==> src/rtl/unidade_controle.sv <==
// unidade_controle: multicycle control unit for the single-datapath processor.
// Sequences fetch / decode / execute / memory / write-back for LD, SD, ADD,
// SUB, ADDI and SUBI, owns run/halt control and the retired-instruction count.
// All outputs are registered: each is computed from the state being entered,
// so it is high for exactly the cycles spent in that state.
module unidade_controle #(
    parameter int CNT_W = 16
) (
    input  logic             clk,
    input  logic             rst_n,
    input  logic             start,
    input  logic             stop,
    input  logic [31:0]      ir_in,
    output logic             pc_we,
    output logic             ir_we,
    output logic             rf_we,
    output logic             mem_we,
    output logic             alu_sub,
    output logic             sel_b,
    output logic             sel_wb,
    output logic             busy,
    output logic             halted,
    output logic             illegal,
    output logic [CNT_W-1:0] instr_count
);

    typedef enum logic [3:0] {
        S_IDLE,
        S_FETCH,
        S_LOAD_IR,
        S_DECODE,
        S_EXEC,
        S_MEM,
        S_MEM_WAIT,
        S_WB,
        S_HALT
    } state_t;

    typedef enum logic [2:0] {
        C_LD,
        C_SD,
        C_ADD,
        C_SUB,
        C_ADDI,
        C_SUBI,
        C_HALT,
        C_ILL
    } iclass_t;

    typedef struct packed {
        logic pc_we;
        logic ir_we;
        logic rf_we;
        logic mem_we;
        logic alu_sub;
        logic sel_b;
        logic sel_wb;
        logic busy;
        logic halted;
    } ctrl_t;

    localparam logic [6:0] OP_LOAD  = 7'b0000011;
    localparam logic [6:0] OP_STORE = 7'b0100011;
    localparam logic [6:0] OP_REG   = 7'b0110011;
    localparam logic [6:0] OP_ADDI  = 7'b0010011;
    localparam logic [6:0] OP_SUBI  = 7'b0001011;
    localparam logic [2:0] F3_DW    = 3'b011;
    localparam logic [2:0] F3_ARITH = 3'b000;
    localparam logic [6:0] F7_ADD   = 7'b0000000;
    localparam logic [6:0] F7_SUB   = 7'b0100000;

    state_t           r_state;
    ctrl_t            r_ctrl;
    logic             r_illegal;
    logic             r_stop;
    logic [CNT_W-1:0] r_count;

    state_t           w_state_nxt;
    iclass_t          w_cls;
    logic             w_retire;
    logic             w_stop_any;
    logic [6:0]       w_opcode;
    logic [2:0]       w_funct3;
    logic [6:0]       w_funct7;

    assign w_opcode = ir_in[6:0];
    assign w_funct3 = ir_in[14:12];
    assign w_funct7 = ir_in[31:25];

    // Classify the word currently held in IR.
    always_comb begin
        // NOTE: every variable written here gets a default first, so no path can leave it unassigned and infer a latch.
        w_cls = C_ILL;
        if (ir_in == 32'h0000_0000) begin
            w_cls = C_HALT;
        end else begin
            unique case (w_opcode)
                OP_LOAD:  if (w_funct3 == F3_DW)    w_cls = C_LD;
                OP_STORE: if (w_funct3 == F3_DW)    w_cls = C_SD;
                OP_ADDI:  if (w_funct3 == F3_ARITH) w_cls = C_ADDI;
                OP_SUBI:  if (w_funct3 == F3_ARITH) w_cls = C_SUBI;
                OP_REG: begin
                    if (w_funct3 == F3_ARITH && w_funct7 == F7_ADD) w_cls = C_ADD;
                    if (w_funct3 == F3_ARITH && w_funct7 == F7_SUB) w_cls = C_SUB;
                end
                default: w_cls = C_ILL;
            endcase
        end
    end

    // An instruction retires on the edge leaving SD's MEM cycle or any WB cycle.
    assign w_retire   = (r_state == S_WB) || (r_state == S_MEM && w_cls == C_SD);
    // A stop arriving in the retire cycle itself counts as already latched.
    assign w_stop_any = r_stop | stop;

    // Next-state selection.
    always_comb begin
        w_state_nxt = r_state;
        unique case (r_state)
            S_IDLE:     if (start) w_state_nxt = S_FETCH;
            S_FETCH:    w_state_nxt = S_LOAD_IR;
            S_LOAD_IR:  w_state_nxt = S_DECODE;
            S_DECODE:   w_state_nxt = (w_cls == C_HALT || w_cls == C_ILL) ? S_HALT : S_EXEC;
            S_EXEC:     w_state_nxt = (w_cls == C_LD || w_cls == C_SD) ? S_MEM : S_WB;
            S_MEM: begin
                if (w_cls == C_SD) w_state_nxt = w_stop_any ? S_IDLE : S_FETCH;
                else               w_state_nxt = S_MEM_WAIT;
            end
            S_MEM_WAIT: w_state_nxt = S_WB;
            S_WB:       w_state_nxt = w_stop_any ? S_IDLE : S_FETCH;
            S_HALT:     if (start) w_state_nxt = S_FETCH;
            default:    w_state_nxt = S_IDLE;
        endcase
    end

    // Control word that belongs to state s for an instruction of class c.
    function automatic ctrl_t f_ctrl(input state_t s, input iclass_t c);
        ctrl_t o;
        logic  is_sub;
        logic  reg_b;
        o      = '0;
        is_sub = (c == C_SUB) || (c == C_SUBI);
        reg_b  = (c == C_ADD) || (c == C_SUB);
        unique case (s)
            S_FETCH, S_DECODE: o.busy = 1'b1;
            S_LOAD_IR: begin
                o.busy  = 1'b1;
                o.ir_we = 1'b1;
                o.pc_we = 1'b1;
            end
            S_EXEC, S_MEM_WAIT: begin
                o.busy    = 1'b1;
                o.alu_sub = is_sub;
                o.sel_b   = reg_b;
            end
            S_MEM: begin
                o.busy    = 1'b1;
                o.alu_sub = is_sub;
                o.sel_b   = reg_b;
                o.mem_we  = (c == C_SD);
            end
            S_WB: begin
                o.busy   = 1'b1;
                o.rf_we  = 1'b1;
                o.sel_wb = (c != C_LD);
            end
            S_HALT:  o.halted = 1'b1;
            default: o = '0;
        endcase
        return o;
    endfunction

    // State, registered control outputs, sticky illegal flag, stop latch and retire counter.
    always_ff @(posedge clk) begin
        if (!rst_n) begin
            // NOTE: sequential state uses non-blocking assignments so every register samples pre-edge values.
            r_state   <= S_IDLE;
            r_ctrl    <= '0;
            r_illegal <= 1'b0;
            r_stop    <= 1'b0;
            r_count   <= '0;
        end else begin
            r_state <= w_state_nxt;
            r_ctrl  <= f_ctrl(w_state_nxt, w_cls);

            if ((r_state == S_IDLE || r_state == S_HALT) && start)
                r_illegal <= 1'b0;
            else if (r_state == S_DECODE && w_cls == C_ILL)
                r_illegal <= 1'b1;

            // Stop is only meaningful while running; it clears once honoured.
            if (r_state == S_IDLE || r_state == S_HALT || w_retire)
                r_stop <= 1'b0;
            else if (stop)
                r_stop <= 1'b1;

            if (w_retire)
                r_count <= r_count + 1'b1;
        end
    end

    assign pc_we       = r_ctrl.pc_we;
    assign ir_we       = r_ctrl.ir_we;
    assign rf_we       = r_ctrl.rf_we;
    assign mem_we      = r_ctrl.mem_we;
    assign alu_sub     = r_ctrl.alu_sub;
    assign sel_b       = r_ctrl.sel_b;
    assign sel_wb      = r_ctrl.sel_wb;
    assign busy        = r_ctrl.busy;
    assign halted      = r_ctrl.halted;
    assign illegal     = r_illegal;
    assign instr_count = r_count;

endmodule

==> config.mk <==
export PLATFORM = sky130hd
export DESIGN_NAME = unidade_controle
export DESIGN_NICKNAME = d
export VERILOG_FILES = /design/src/rtl/unidade_controle.sv
export SDC_FILE = /design/constraint.sdc
export NUM_CORES = 1
export LEC_CHECK = 0
export ABC_AREA = 1
export CORE_ASPECT_RATIO = 0.9
export CORE_UTILIZATION = 30
export CTS_BUF_LIST = sky130_fd_sc_hd__clkbuf_16
export DETAILED_ROUTE_END_ITERATION = 10
export PLACE_DENSITY = 0.57
export SYNTH_ARGS = -nofsm -noshare
export SYNTH_HDL_FRONTEND = slang
export SYNTH_SLANG_ARGS = --single-unit
==> constraint.sdc <==
create_clock -name clk -period 3.4 [get_ports clk]
set_input_delay 0.68 -clock clk [delete_from_list [all_inputs] [get_ports clk]]
set_output_delay 0.68 -clock clk [all_outputs]
set_load 0.01 [all_outputs]
# Word-level counts from Yosys, hierarchy flattened
# Cells that the tools add are included.
# totals
ff_bits,31
in_bits,36
out_inout_bits,26
wordCells,89
# op_classes
addsub,1
n_eq_ne,29
muxes,18
bitwise_logic,2
n_reduce_logical,26
# op_table
op,count
$eq 4x3->1 const B,8
$logic_not 32->1,1
$pmux 4 s8,1
$eq 7x6->1 const B,3
$mux 3,6
$add 16x1->16 const B,1
$eq 4x2->1 const B,4
$pmux 3 s5,1
$eq 3x2->1 const B,3
$eq 3x3->1 const B,3
$eq 4x1->1 const B,2
$eq 4x4->1 const B,2
$mux 2,4
$mux 4,2
$eq 7x2->1 const B,1
$eq 7x4->1 const B,1
$eq 7x5->1 const B,1
$logic_not 7->1,1
$logic_or 1x1->1,7
$reduce_or 7->1,1
$logic_not 3->1,2
$reduce_and 2->1,3
$reduce_or 2->1,3
$logic_and 1x1->1,5
other kinds (7),10

# Logic depth before layout (Yosys ltp)
# Gate-level depths: netlist of the first run.
# depth
ltp_word,13
depth_mapped,16
ltp_nobuf,16

# Least setup slack after synthesis of the first run
# OpenSTA, ideal clock, no wires.
# synth_timing
path_kind,in2reg
from,in ir_in[1]
to,reg r_count[11] (netlist: instr_count[11])
setup_time_ns,0.070
arrival_ns,2.002
t_required_ns,3.330
slack_ns,1.328
path_stages,13
path_buffers,2
cell_sequence,nand2_1 > nor2_1 > nand2_1 > nand2_1 > nor2_4 > nand3_4 > nor2_4 > nand3_2 > nand2_4 > buf_8 > buf_8 > nand2_1 > a21oi_2
# synth_via
elab_chain_cells,6
elab_cells_between_ends,11
cone_classes,eq/ne: 6; mux: 2; reduce/logical: 3
# synth_rtl
item,line,source
start: declaration,13,"input logic [31:0] ir_in,"
"$eq 7x6->1, or another cell as far along",97,unique case (w_opcode)
$pmux 3 s5,97,
$mux 3 *,94,if (ir_in == 32'h0000_0000) begin
$eq 3x1->1 *,112,assign w_retire = (r_state == S_WB) || (r_state == S_MEM && w_cls == C_SD);
$logic_and 1x1->1 *,112,
$logic_or 1x1->1 *,112,
end signal: assignment,198,r_count <= r_count + 1'b1;
end: declaration,76,logic [CNT_W-1:0] r_count;
# Every way passes the cells marked *; elsewhere a longest branch is shown, timed or not.
# A chain may end at the register's enable or synchronous reset.

# Worst setup path after layout of the first run
# layout_timing
from,in ir_in[4]
to,reg r_count[0] (netlist: instr_count[0])
# Same word-level chain as after synthesis.

==> results of run 1 <==
[layout by cell type, fill, tap and decap left out]
master	netlist	layout
nand2_2	5	5
nand3_4	1	1
clkinv_2	0	1
a21oi_1	11	11
nor2_2	1	1
nor4_1	3	3
nor3_1	12	12
inv_2	6	6
inv_1	30	31
nand2_1	64	64
xnor2_1	4	4
nand4_1	6	6
xor2_1	5	5
o21ai_1	2	2
nand3_2	2	2
a211oi_1	1	1
nor2_1	52	52
clkdlybuf4s50_1	0	61
or2_2	1	1
clkbuf_16	0	5
o21ai_0	5	5
a21oi_2	7	7
nor2_4	3	3
clkinv_1	0	1
dfxtp_1	30	30
o22ai_1	1	1
o21ai_2	1	1
nor4_2	1	1
a31oi_1	1	1
ha_1	1	1
nand2_4	1	1
nand3_1	20	20
[per-stage QoR]
stage	setup slack (ps)	cell area (um^2)
finish	813	2630
global route	605	2630
CTS	839	2630
detailed placement	556	2500
global placement	577	2500
floorplan	1330	1850
[sequential cells by signal, summed over array words and instances (netlist names)]
| name | count |
|---|---|
| alu_sub | 1 |
| pc_we | 1 |
| busy | 1 |
| instr_count | 16 |
| illegal | 1 |
| r_stop | 1 |
| rf_we | 1 |
| r_state | 4 |
| mem_we | 1 |
| sel_wb | 1 |
| halted | 1 |
| sel_b | 1 |
[critical path: stages]
cell and delay (ps):
clkdlybuf4s50_1 490, nor3_1 290, nand2_1 140, nand3_2 150, nand3_4 100, nor2_4 140
nand3_2 110, nand2_4 220, inv_2 170, o21ai_0 180, a21oi_1 50
[layout make-up]
cell class / instances / area [um^2] / area share [%]
clock buffer: 5 / 125 / 4.75
clock inverter: 3 / 12.5 / 0.475
inverter: 36 / 135 / 5.13
multi-input combinational: 211 / 1060 / 40.3
sequential: 30 / 601 / 22.8
tap: 70 / 87.6 / 3.33
timing repair buffer: 61 / 611 / 23.2
[cell usage after synthesis, types with 2 or more instances]
| cell type | count | share of area (%) |
|---|---|---|
| a21oi_1 | 11 | 3.0 |
| inv_2 | 6 | 1.2 |
| nand4_1 | 6 | 2.0 |
| nand3_1 | 20 | 5.4 |
| nand3_2 | 2 | 1.1 |
| buf_8 | 2 | 1.6 |
| nand2_2 | 5 | 1.7 |
| dfxtp_1 | 30 | 32 |
| nor2_1 | 52 | 11 |
| inv_1 | 30 | 6.1 |
| nor4_1 | 3 | 1.0 |
| nand2_1 | 64 | 13 |
| xnor2_1 | 4 | 1.9 |
| o21ai_1 | 2 | 0.54 |
| a21oi_2 | 7 | 3.3 |
| nor3_1 | 12 | 3.2 |
| o21ai_0 | 5 | 1.4 |
| nor2_4 | 3 | 1.8 |
| xor2_1 | 5 | 2.4 |
[how the worst min path moves through the flow]
stage                     from               to
2_1_floorplan       r_state[0]            pc_we
3_3_place_gp   instr_count[15]  instr_count[15]
3_5_place_dp   instr_count[15]  instr_count[15]
4_1_cts        instr_count[15]  instr_count[15]
5_1_grt        instr_count[15]  instr_count[15]
6_report       instr_count[15]  instr_count[15]
[where the power goes]
| group | switching (uW) | internal, uW |
|---|---|---|
| combinational | 55.1 | 62.5 |
| sequential | 5.96 | 360 |
| clock | 146 | 264 |
| total | 207 | 686 |
[logic make-up (layout without fill, tap and decap cells)]
family / count (synthesis) / after routing / share of synthesized area [%]
AND/OR/NAND/NOR: 172 / 172 / 42.8
buffers and inverters: 42 / 105 / 10.0
flip-flops: 30 / 30 / 32.5
AO/OA/AOI/OAI: 29 / 29 / 9.75
XOR/XNOR: 9 / 9 / 4.27
adder cells (fa/ha/maj): 1 / 1 / 0.677
[layer usage]
metal | GRT usage [%] | routed length, um | part of all wire [%] | up-vias
met4 | 4.58 | 65 | 1.5 | 0
met1 | 20.0 | 2320 | 52 | 807
met2 | 22.1 | 1800 | 40 | 52
met3 | 3.68 | 266 | 6.0 | 6
met5 | 0 | 0 | 0 | -
li1 | - | - | - | 1021
==> results.md, run 1 <==
* Status: complete, but fails checks
* Failing checks: DRC
* Root Driver: clkbuf_16
* Worst-margin pin slew at 659 ps
* Setup TNS at 0 ps
* Hold Path Class: flop to flop
* Routed wire length per instance at 10.7 um
* Min Tclk post-route at 2590 ps
* Final Core Density at ~45%
* Fin crit share at 76.1%
* Total gr overflow at 0
* All-layer global routing usage at 14.5%
* Clock transition at path regs at about 50 ps
* Routed WL at 4450 um
* 1st-iter DRT viols at 124
* Core ar. at 5820 um^2
* Max Clock Freq at just under 400 MHz
* Synthesized area per cell at between 6 and 7 um^2
* Hold-fix buffers, CTS at 0
* Cell Rows at 26
* Slew HR at 56.1%
* Maximum VDD drop at 0.000150 V
* Cell count after synthesis at 283
* Initial antenna violation count at 0
* Cells after DPL at about 410
* # H-tree levels at 2
* Worst EP required at 3550 ps
* Resize count post-CTS at 0
* Largest net degree at the start of global routing at 22
* Critical path launch point type: input port
* Synthesis Warnings at 0
* Ports at between 60 and 70
* Worst-Skew Late Latency at approximately 270 ps
* Final hold vios at 0
* Number of fill cells at 593
* Asr flop ratio synth at 0%
* Vias per cell at 4.53
* Clock sink count at 30
* Die Footprint at ~6500 um^2
* Element type at the critical path end: flop
* DIE WIDTH at 84.7 um
* Critical Path Sink: instr_count[0]
* Vert. Die Dim at ~76 um
* Setup bufs post-CTS at 0
* Hpwl dp at around 3500 um
* P_leak at 0.00101 uW
* Total power at 893 uW
* Unrepaired setup endpoints after global routing: no
* Syn-to-layout area delta at 42.5%
* Top_reg_cell synth: dfxtp_1
* Final setup fails at 0
* Worst r2r src: r_state[2]
* Num CTS Buffers at 5
* Layout cells sized above 1 at between 10% and 20%
* Netlist cell types at 33
* Detailed-router iteration count before antenna repair at 7
* Sequential area share after synthesis at 32.5%
* Setup crit start: ir_in[4]
* Hold depth at 2
* # DRC at 3
* CTS tree: done
* First-pass GRT wire length at 7630 um
* Via count at approximately 1900
* Vias in the first global route at 1710
* Clock Path Buffers at 2
* #FFs+latches synth at 30
* Port Buffers at 61
* Final Max Tran Viols at 0
* Post-route insts no fill at 416
* Power Density at 339 nW/um^2
* Max cap viols at 0
* Reg2reg setup slack at 1520 ps
* ANT cells at 0
* Syn Nets at 320
* Clk_skew at between 4 and 5 ps
* Initial core utilization at 31.7%
* Reg2Reg Depth at 9
* Mapped Area at 1850 um^2
* Antenna Nets Post-Route at 0
* Max FO, Critical Path at 21
* Final hold slack at 498 ps
* Number of synthesized flops with an enable pin at 0
* RePlAce Congestion at ~0.87
* Worst Path Arrival at 2740 ps
* R2R Path End: instr_count[0]
* Fin nets at 382
* Crit Path Class: input port to flop
No activity file was read; power rests on OpenSTA's default activity.
==> inputs of run 2 (changes only) <==
PLACE_DENSITY = 0.59   (was 0.57)
clock period = 2.37 ns   (was 3.4 ns; I/O delays follow)
==> run 2 against run 1 <==
Net effect:
- the flow still finishes with violations (DRC)
- clock skew is 1.6 ps higher
- non-clock buffer count is 14 higher
- combinational power is 53% higher
- setup slack lost 680 ps
- sequential share of layout area fell by 1.3 points
- clock-buffer cell count is the same
- die area unchanged
- routed wire length rose by 6.4%
- worst hold slack gained 7.4 ps
- flip-flop and latch count stayed put
- critical path depth grew 3
- final cell count rose by 3.6%
- critical endpoint is now sel_b
==> results.md, run 2 (synthesis gave the netlist of run 1 again) <==
* Via count at 1993
* Vert. Die Dim at roughly 76 um
* Cell Rows at 26
* Final setup fails at 0
* First-pass GRT wire length at 7650 um
* Ports at 62
* Reg2reg setup slack at 500 ps
* Largest net degree at the start of global routing at 14
* Routed wire length per instance at between 10 and 15 um
* Worst path max stage delay at 500 ps
* Power Density at 463 nW/um^2
* Worst Path Arrival at 2400 ps
* Max stage delay cell, worst path: clkdlybuf4s50_1
* All-layer global routing usage at about 15%
* Post-route insts no fill at 431
* Most frequent cells in the layout: 60 x nand2_1, 58 x clkdlybuf4s50_1, 49 x nor2_1, 31 x inv_1, 30 x dfxtp_1
* Worst-margin pin slew at ~600 ps
* Hold-fix buffers, CTS at 0
* Antenna Nets Post-Route at 0
* Hpwl dp at 3640 um
* RePlAce Congestion at 0.842
* 1st-iter DRT viols at just under 80
* DP Worst Slack at -155 ps
* Maximum VDD drop at roughly 0.00026 V
* Max FO, Critical Path at 6
* Critical path launch point type: input port
* CTS tree: done
* Worst-Skew Late Latency at 270 ps
* Slew HR at roughly 60%
* Routed WL at 4730 um
* Max Clock Freq at 447 MHz
* Num CTS Buffers at 5
* Worst EP required at around 2500 ps
* Cells after DPL at about 420
* Setup slack after layout at 132 ps
* P_leak at between 0.001 and 0.0015 uW
* Syn-to-layout area delta at 51.0%
* Total gr overflow at 0
* Fin crit share at 94.4%
* Fin nets at 397
* Root Driver: clkbuf_16
* Detailed-router iteration count before antenna repair at 9
* Vias per cell at 4.62
* Layout cells sized above 1 at approximately 16%
* ANT cells at 0
* Status: complete, but fails checks
* Die Footprint at about 6500 um^2
* Clock sink count at 30
* Failing checks: DRC
* Final Max Tran Viols at 0
* Core ar. at around 5800 um^2
* Element type at the critical path end: flop
* Clock Path Buffers at 2
* DIE WIDTH at roughly 85 um
* Vias in the first global route at 1773
* Clock transition at path regs at about 50 ps
* Most common cell after layout, fill and taps aside: nand2_1
* Initial core utilization at 31.7%
* CP Buf/Inv Count at 1
* Final hold vios at 0
* Unrepaired setup endpoints after global routing: no
* # DRC at 1
* Crit Path Class: input port to flop
* # H-tree levels at 2
* Cells along the critical path: clkdlybuf4s50_1 > nand2_2 > nor2_4 > o21ai_1 > nand3_4 > nand3_4 > nor2_4 > nand3_4 > nand2_4 > nand2_1 > nand2_1 > nand2_1 > nand2_1 > nor2_1
* Clk_skew at 6.22 ps
* Crit-path most repeated cell: nand2_1
* Max cap viols at 0
* Port Buffers at 61
* Hold Path Class: flop to flop
* Max FFs per register at 16
* Setup TNS at 0 ps
* Min Tclk post-route at 2240 ps
* Initial antenna violation count at 0
* Top Family by Delay on Critical Path: simple AND/OR/NAND/NOR gates
## run 2: cell types whose count changed in the layout (fill, tap and decap cells not counted), sizes merged
| cell | delta |
|---|---|
| dlymetal6s2s | +3 |
| clkdlybuf4s50 | -3 |
| buf | +14 |
| nand2 | +1 |
## run 2: worst paths after layout
kind	startpoint	depth (start not counted)	endpoint
setup / recovery	ir_in[1]	14	sel_b
hold / removal	instr_count[9]	2	instr_count[9]
setup reg to reg	r_state[2]	11	sel_b
hold reg to reg	instr_count[9]	2	instr_count[9]
## run 2: through the flow
stage / power (uW) / area, um^2 / util (%) / hold slack [ps]
after floorplan: 614 / 1850 / - / 498
after global placement: 709 / 2590 / 44.5 / 498
after detailed placement: 711 / 2590 / 44.5 / 502
after CTS: 1300 / 2730 / 46.9 / 510
after global routing: 1350 / 2790 / 47.9 / 545
final: 1290 / 2790 / 47.9 / 505
## run 2: metal layers
layer  vias to the layer above  GRT usage (%)  part of all wire (%)
met5                         -              0                     0
met3                         4           4.12                   5.0
met1                       871           18.6                    48
met4                         0           5.76                   1.1
met2                        57           23.1                    45
li1                       1061              -                     -
## run 2: area by class of cell
class | instances | area (um^2)
Clock buffer | 5 | 125
Clock inverter | 3 | 12.5
Fill cell | 577 | 3030
Inverter | 36 | 135
Multi-Input combinational cell | 212 | 1110
Sequential cell | 30 | 601
Tap cell | 70 | 87.6
Timing Repair Buffer | 75 | 723
## run 2: tightest hold or removal path, cell delays in order, from the launching register on
cell	delay (ps)
dfxtp_1	330
nand2_1	70
a21oi_1	50
## run 2: repair_timing
| item | CTS | global route |
|---|---|---|
| gates resized for setup | 0 | 15 |
| setup endpoints to repair | 0 | 20 |
| buffers inserted | 0 | 1 |
## run 2: power by group
part           total (uW)  leakage, uW  switching, uW  internal (uW)
Sequential            525     0.000243           8.80            516
Clock                 586    0.0000724            208            378
Combinational         180     0.000804           83.5           96.2
